`src/rtl/z_word_packer_pkg.sv`:
```
// Shared types and helpers for the z-bit word packer: output-register state
// encoding, the default word width and a population-count function.
package z_word_packer_pkg;

    typedef enum logic [0:0] {
        EMPTY = 1'b0,
        FULL  = 1'b1
    } state_t;

    localparam int DEFAULT_WIDTH = 8;

    // popcount is sized for the widest legal word; callers zero-extend their
    // word and truncate the result to their own count width.
    localparam int MAX_WIDTH = 32;
    localparam int MAX_CW    = 6;

    function automatic logic [MAX_CW-1:0] popcount(input logic [MAX_WIDTH-1:0] word);
        logic [MAX_CW-1:0] cnt;
        cnt = {MAX_CW{1'b0}};
        for (int i = 0; i < MAX_WIDTH; i++) begin
            cnt = cnt + {{(MAX_CW-1){1'b0}}, word[i]};
        end
        return cnt;
    endfunction

endpackage

```
`src/rtl/z_word_packer.sv`:
```
// Packs strobed detector bits MSB-first into WIDTH-bit words and offers each
// word with its ones count through a one-entry valid/ready output register.
module z_word_packer
    import z_word_packer_pkg::*;
#(
    parameter int  WIDTH = DEFAULT_WIDTH,
    localparam int CW    = $clog2(WIDTH + 1)
) (
    input  logic             clk,
    input  logic             reset,
    input  logic             z_in,
    input  logic             z_en,
    output logic [WIDTH-1:0] word_out,
    output logic [CW-1:0]    ones_cnt,
    output logic             word_valid,
    input  logic             word_ready,
    output logic             overrun,
    input  logic             clr_overrun
);

    localparam logic [CW-1:0] LAST_IDX = CW'(WIDTH - 1);

    // The newest bit always comes straight from z_in, so only the previous
    // WIDTH-1 bits of the shift history need storing.
    logic [WIDTH-2:0] sr_r;
    logic [CW-1:0]    bcnt_r;
    state_t           state_r;
    state_t           state_nxt_s;
    logic [WIDTH-1:0] word_r;
    logic [CW-1:0]    ones_r;
    logic             valid_r;
    logic             overrun_r;

    logic [WIDTH-1:0] new_word_s;
    logic [CW-1:0]    new_ones_s;
    logic             complete_s;
    logic             load_s;
    logic             drop_s;

    assign new_word_s = {sr_r, z_in};
    assign new_ones_s = CW'(popcount(MAX_WIDTH'(new_word_s)));
    assign complete_s = z_en && (bcnt_r == LAST_IDX);

    // Collector: shift in strobed bits and count position within the word.
    always_ff @(posedge clk) begin
        if (reset) begin
            sr_r   <= {(WIDTH-1){1'b0}};
            bcnt_r <= {CW{1'b0}};
        end else if (z_en) begin
            sr_r <= new_word_s[WIDTH-2:0];
            if (complete_s) begin
                bcnt_r <= {CW{1'b0}};
            end else begin
                bcnt_r <= bcnt_r + {{(CW-1){1'b0}}, 1'b1};
            end
        end else begin
            sr_r   <= sr_r;
            bcnt_r <= bcnt_r;
        end
    end

    // Output register next state, load and drop decisions.
    always_comb begin
        state_nxt_s = state_r;
        load_s      = 1'b0;
        drop_s      = 1'b0;
        case (state_r)
            EMPTY: begin
                if (complete_s) begin
                    load_s      = 1'b1;
                    state_nxt_s = FULL;
                end else begin
                    state_nxt_s = EMPTY;
                end
            end
            FULL: begin
                if (word_ready) begin
                    if (complete_s) begin
                        load_s      = 1'b1;
                        state_nxt_s = FULL;
                    end else begin
                        state_nxt_s = EMPTY;
                    end
                end else begin
                    drop_s      = complete_s;
                    state_nxt_s = FULL;
                end
            end
            default: begin
                state_nxt_s = EMPTY;
            end
        endcase
    end

    // Output register state, held word and its ones count.
    always_ff @(posedge clk) begin
        if (reset) begin
            state_r <= EMPTY;
            valid_r <= 1'b0;
            word_r  <= {WIDTH{1'b0}};
            ones_r  <= {CW{1'b0}};
        end else begin
            state_r <= state_nxt_s;
            valid_r <= (state_nxt_s == FULL);
            if (load_s) begin
                word_r <= new_word_s;
                ones_r <= new_ones_s;
            end else begin
                word_r <= word_r;
                ones_r <= ones_r;
            end
        end
    end

    // Sticky overrun flag; a drop outranks a simultaneous clear.
    always_ff @(posedge clk) begin
        if (reset) begin
            overrun_r <= 1'b0;
        end else if (drop_s) begin
            overrun_r <= 1'b1;
        end else if (clr_overrun) begin
            overrun_r <= 1'b0;
        end else begin
            overrun_r <= overrun_r;
        end
    end

    assign word_out   = word_r;
    assign ones_cnt   = ones_r;
    assign word_valid = valid_r;
    assign overrun    = overrun_r;

endmodule

```
`config.mk`:
```
export PLATFORM = sky130hd
export DESIGN_NAME = z_word_packer
export DESIGN_NICKNAME = d
export VERILOG_FILES = /design/src/rtl/z_word_packer_pkg.sv /design/src/rtl/z_word_packer.sv
export SDC_FILE = /design/constraint.sdc
export NUM_CORES = 1
export LEC_CHECK = 0
export BUFFER_PORTS_ARGS = -buffer_cell sky130_fd_sc_hd__buf_2
export CORE_UTILIZATION = 48
export CTS_CLUSTER_DIAMETER = 100
export DETAILED_ROUTE_END_ITERATION = 6
export PLACE_DENSITY_LB_ADDON = 0.15
export SLEW_MARGIN = 10
export SYNTH_ARGS = -nofsm -noshare
export SYNTH_HDL_FRONTEND = slang
export SYNTH_SLANG_ARGS = --single-unit
```
`constraint.sdc`:
```
create_clock -name clk -period 2.9 [get_ports clk]
set_input_delay 0.145 -clock clk [delete_from_list [all_inputs] [get_ports clk]]
set_output_delay 0.145 -clock clk [all_outputs]
set_load 0.03 [all_outputs]
```
==> impl_results.rst <==
.. list-table::
   :header-rows: 1

   * - Metric
     - Value
   * - Status
     - complete, but fails checks
   * - Violations in the final reports
     - negative setup slack
   * - Required time at the worst-slack endpoint
     - around 3.2 ns
   * - Wire length of the first global-routing pass
     - ~3700 µm
   * - Internal reg-to-reg setup slack
     - -0.04 ns
   * - Launch instance of the worst register-to-register path
     - sr_r[0]
   * - Router iterations before antenna repair
     - 4
   * - Fraction of final layout cells with drive strength greater than 1
     - a little over a fifth
   * - Cell chosen for the clock root
     - sky130_fd_sc_hd__clkbuf_4
   * - Minimum period implied by the final worst setup slack
     - around 2.9 ns
   * - Post-Syn Nets
     - 137
   * - TritonCTS clock tree
     - done
   * - Crit path max fanout
     - 2
   * - Power per standard cell area
     - approximately 430 nW/µm²
   * - Worst endpoint data arrival time
     - 3.19 ns
   * - Unique masters post-synth
     - 23
   * - M1 GR Usage
     - 24.90%
   * - Core outline area
     - 2212 µm²
   * - Cts-stage hold buffer count
     - 0
   * - Proportion of total power due to net switching
     - 22.87%
   * - Number of antenna violations at the first check in global routing
     - 0
   * - Critical path capture point
     - ones_cnt[2]
   * - Area of the die
     - around 2500 µm²
   * - Fraction of registers with async set/reset
     - 0%
   * - Synth warn
     - 0
   * - Clock input transition at the sequential cells of the worst setup and hold paths
     - 0.13 ns
   * - Avg Cell Area, Syn
     - approximately 9 µm²
   * - Number of H-tree branching levels
     - 1
   * - Top FF cell, synth
     - sky130_fd_sc_hd__dfxtp_1
   * - Worst rel slew slack
     - 50.00%
   * - Portion of the post-synthesis area used by sequential elements
     - between 40 and 50%
   * - Via count
     - between 900 and 1000
   * - Iteration-0 DRC Markers
     - 15
   * - Post-detail-place hpwl
     - 1475 µm
   * - Final hold viol count
     - 0
   * - Part of the power in the clock network
     - roughly 28%
   * - End of the worst register-to-register path
     - ones_cnt[2]
   * - Remaining antenna violation count
     - 0
   * - Post-synthesis instance area
     - about 1100 µm²
   * - Number of nets in the final layout
     - between 150 and 200
   * - Switching component of the power
     - around 0.12 mW
   * - Floorplan die width
     - slightly above 50 µm
   * - Mapped Cells
     - about 120
   * - Met2 layer usage reported by global route
     - between 30% and 40%
   * - Pin count of the biggest net entering global routing
     - 26
   * - I/O pin total
     - 20
   * - Count of port buffers added during placement
     - 19
   * - Worst Setup Start Kind
     - register
   * - Leakage dissipation
     - roughly 0.54 nW
   * - GR peak layer
     - met2
   * - Clock latency at the later pin of the worst-skew pair
     - approximately 0.31 ns
   * - WHS
     - between 0.1 and 0.15 ns
   * - Max-cap violation count
     - 0
   * - Tot GR Track Use
     - 19.25%
   * - Std cell rows
     - 17
   * - Combinational share of power
     - ~6.5%
   * - Routed len/inst
     - between 10 and 15 µm
   * - Number of global-route vias before repair
     - about 840
   * - Setup violation total in the final timing report
     - 1
   * - Top library cells by usage in the layout, fill and taps aside
     - 23 x sky130_fd_sc_hd__dfxtp_1, 19 x sky130_fd_sc_hd__buf_2, 16 x sky130_fd_sc_hd__a21oi_1, 11 x sky130_fd_sc_hd__o21ai_0
   * - Most common library cell in the layout ignoring fill and taps
     - sky130_fd_sc_hd__dfxtp_1
   * - Path depth of the worst reg2reg path
     - 11
   * - Slew at the pin closest to its max-slew limit
     - between 0.7 and 0.8 ns
   * - Critical path startpoint
     - sr_r[0]
   * - Setup ws final
     - -0.03902 ns
   * - CTS Sinks
     - 25
   * - Residual DRC
     - 0
   * - Flop and latch count out of synthesis
     - 25
   * - Crit end category
     - register
   * - Worst IR Drop VDD
     - between 0.3 and 0.4 mV
   * - Vias per cell
     - 5.458
   * - Count of flip-flops with a built-in enable after synthesis
     - 0
   * - Area growth from synthesis to layout
     - 12.21%
   * - WS Path Type
     - register to register
   * - RSZ-0062 raised after global routing
     - yes
   * - Fraction of power consumed by sequential logic
     - 65.1%
   * - Maximum achievable frequency
     - 340.2 MHz
   * - Path category of the worst min-delay check
     - primary input to register
   * - Buffer depth of the longest clock path
     - 2
   * - Antenna cells
     - 0
   * - Cts bufs inserted
     - 3
   * - GRT Residual Overflow
     - 0
   * - Met3 track demand over resource in global routing
     - 3.030%
   * - Portion of the clock cycle consumed by the worst path in the final layout
     - 101.3%
   * - Total length of routed wires
     - 2222 µm
   * - Total negative setup slack
     - -0.03902 ns
   * - Pins Over Slew Limit
     - 0
   * - Internal power contribution
     - about 0.42 mW
   * - Final weighted congestion of routability-driven global placement
     - between 0.7 and 0.8
   * - Initial standard-cell utilization of the core
     - 50.96%
   * - Die height
     - 50.46 µm
   * - Final Skew
     - approximately 0.0021 ns
==> sequential cells by signal (all words and copies together), names as in the netlist <==
| signal | cells |
|---|---|
| ones_cnt | 4 |
| word_valid | 1 |
| sr_r | 7 |
| word_out | 8 |
| bcnt_r | 4 |
| overrun | 1 |
==> stage by stage <==
| step | cell area, µm² | worst slack (ns) | power (mW) | utilization, % | instances |
|---|---|---|---|---|---|
| CTS | 1249 | 0.01117 | 0.5444 | 56.45 | 166 |
| global placement | 1212 | 0.07430 | 0.3901 | 54.81 | 161 |
| detailed placement | 1212 | -0.01463 | 0.3919 | 54.81 | 161 |
| floorplan | 1127 | 0.1387 | 0.3824 | - | 123 |
| finish | 1265 | -0.03902 | 0.5394 | 57.18 | 166 |
| global route | 1265 | -0.1881 | 0.5595 | 57.18 | 166 |
==> repair_timing <==
action / 4_1_cts / 5_1_grt
setup endpoints to repair: 1 / 2
gates cloned: 0 / 0
pin swaps: 1 / 4
buffers inserted: 1 / 0
resized for setup: 2 / 5
==> synth_stat cells, drive strengths merged, types with 4 or more instances <==
cell type   n  area, µm²
nor2       10      37.54
o21ai      11      55.05
buf         4      26.27
ha          4      50.05
mux2i       8      80.08
inv        10      37.54
nand3      10      50.05
a21oi      17      85.08
dfxtp      25      500.5
fa          4      80.08
clkbuf      5      18.77
==> final cells by class <==
class                   count  area [µm²]
repair buffers             20       102.6
well taps                  28       35.03
fillers                   225       947.2
flip-flops and latches     25       503.0
clock buffers               4       26.28
inverters                  10       37.54
multi-input cells          79       560.5
==> layer usage <==
layer | up-vias | routed length, µm | part of all wire, %
met5 | - | 0 | 0
met4 | 0 | 29 | 1.3
met3 | 4 | 93 | 4.2
met2 | 23 | 1052 | 47
met1 | 432 | 1047 | 47
li1 | 447 | - | -
==> worst min-delay path by stage <==
stage / startpoint / endpoint / slack, ns / cells after the start
2_1_floorplan: z_in / sr_r[0] / 0.29 / 2
3_3_place_gp: z_in / sr_r[0] / 0.45 / 3
3_5_place_dp: z_in / word_out[0] / 0.45 / 3
4_1_cts: z_in / word_out[0] / 0.11 / 3
5_1_grt: z_in / word_out[0] / 0.12 / 3
6_report: z_in / word_out[0] / 0.11 / 3
==> worst max-delay path: stages, from the launching register on <==
cell and delay (ns):
sky130_fd_sc_hd__dfxtp_2 0.35, sky130_fd_sc_hd__fa_1 0.49, sky130_fd_sc_hd__inv_1 0.05, sky130_fd_sc_hd__fa_1 0.51, sky130_fd_sc_hd__fa_1 0.40, sky130_fd_sc_hd__inv_1 0.07, sky130_fd_sc_hd__ha_2 0.18, sky130_fd_sc_hd__inv_2 0.04
sky130_fd_sc_hd__fa_2 0.35, sky130_fd_sc_hd__xnor2_2 0.16, sky130_fd_sc_hd__nand3_1 0.11, sky130_fd_sc_hd__a21oi_2 0.16
==> power by group through the flow <==
stage | Combinational [mW] | Sequential (mW) | Clock, mW
floorplan | 0.0243 | 0.358 | 0
global placement | 0.0313 | 0.359 | 0
detailed placement | 0.0328 | 0.359 | 0
CTS | 0.0345 | 0.351 | 0.158
global route | 0.0404 | 0.352 | 0.167
finish | 0.0350 | 0.351 | 0.153
==> cells by family (layout without fill, tap and decap cells) <==
group / Yosys count / after routing / share of synthesized area (%)
muxes: 8 / 8 / 7.104
adders and majority gates: 8 / 8 / 11.54
and+or+nand+nor: 32 / 32 / 14.87
AOI/OAI and AO/OA: 29 / 29 / 13.21
buffers and inverters: 19 / 34 / 7.325
xor gates and xnor gates: 2 / 2 / 1.554
DFF: 25 / 25 / 44.40
(Power assumes the default switching activity.)
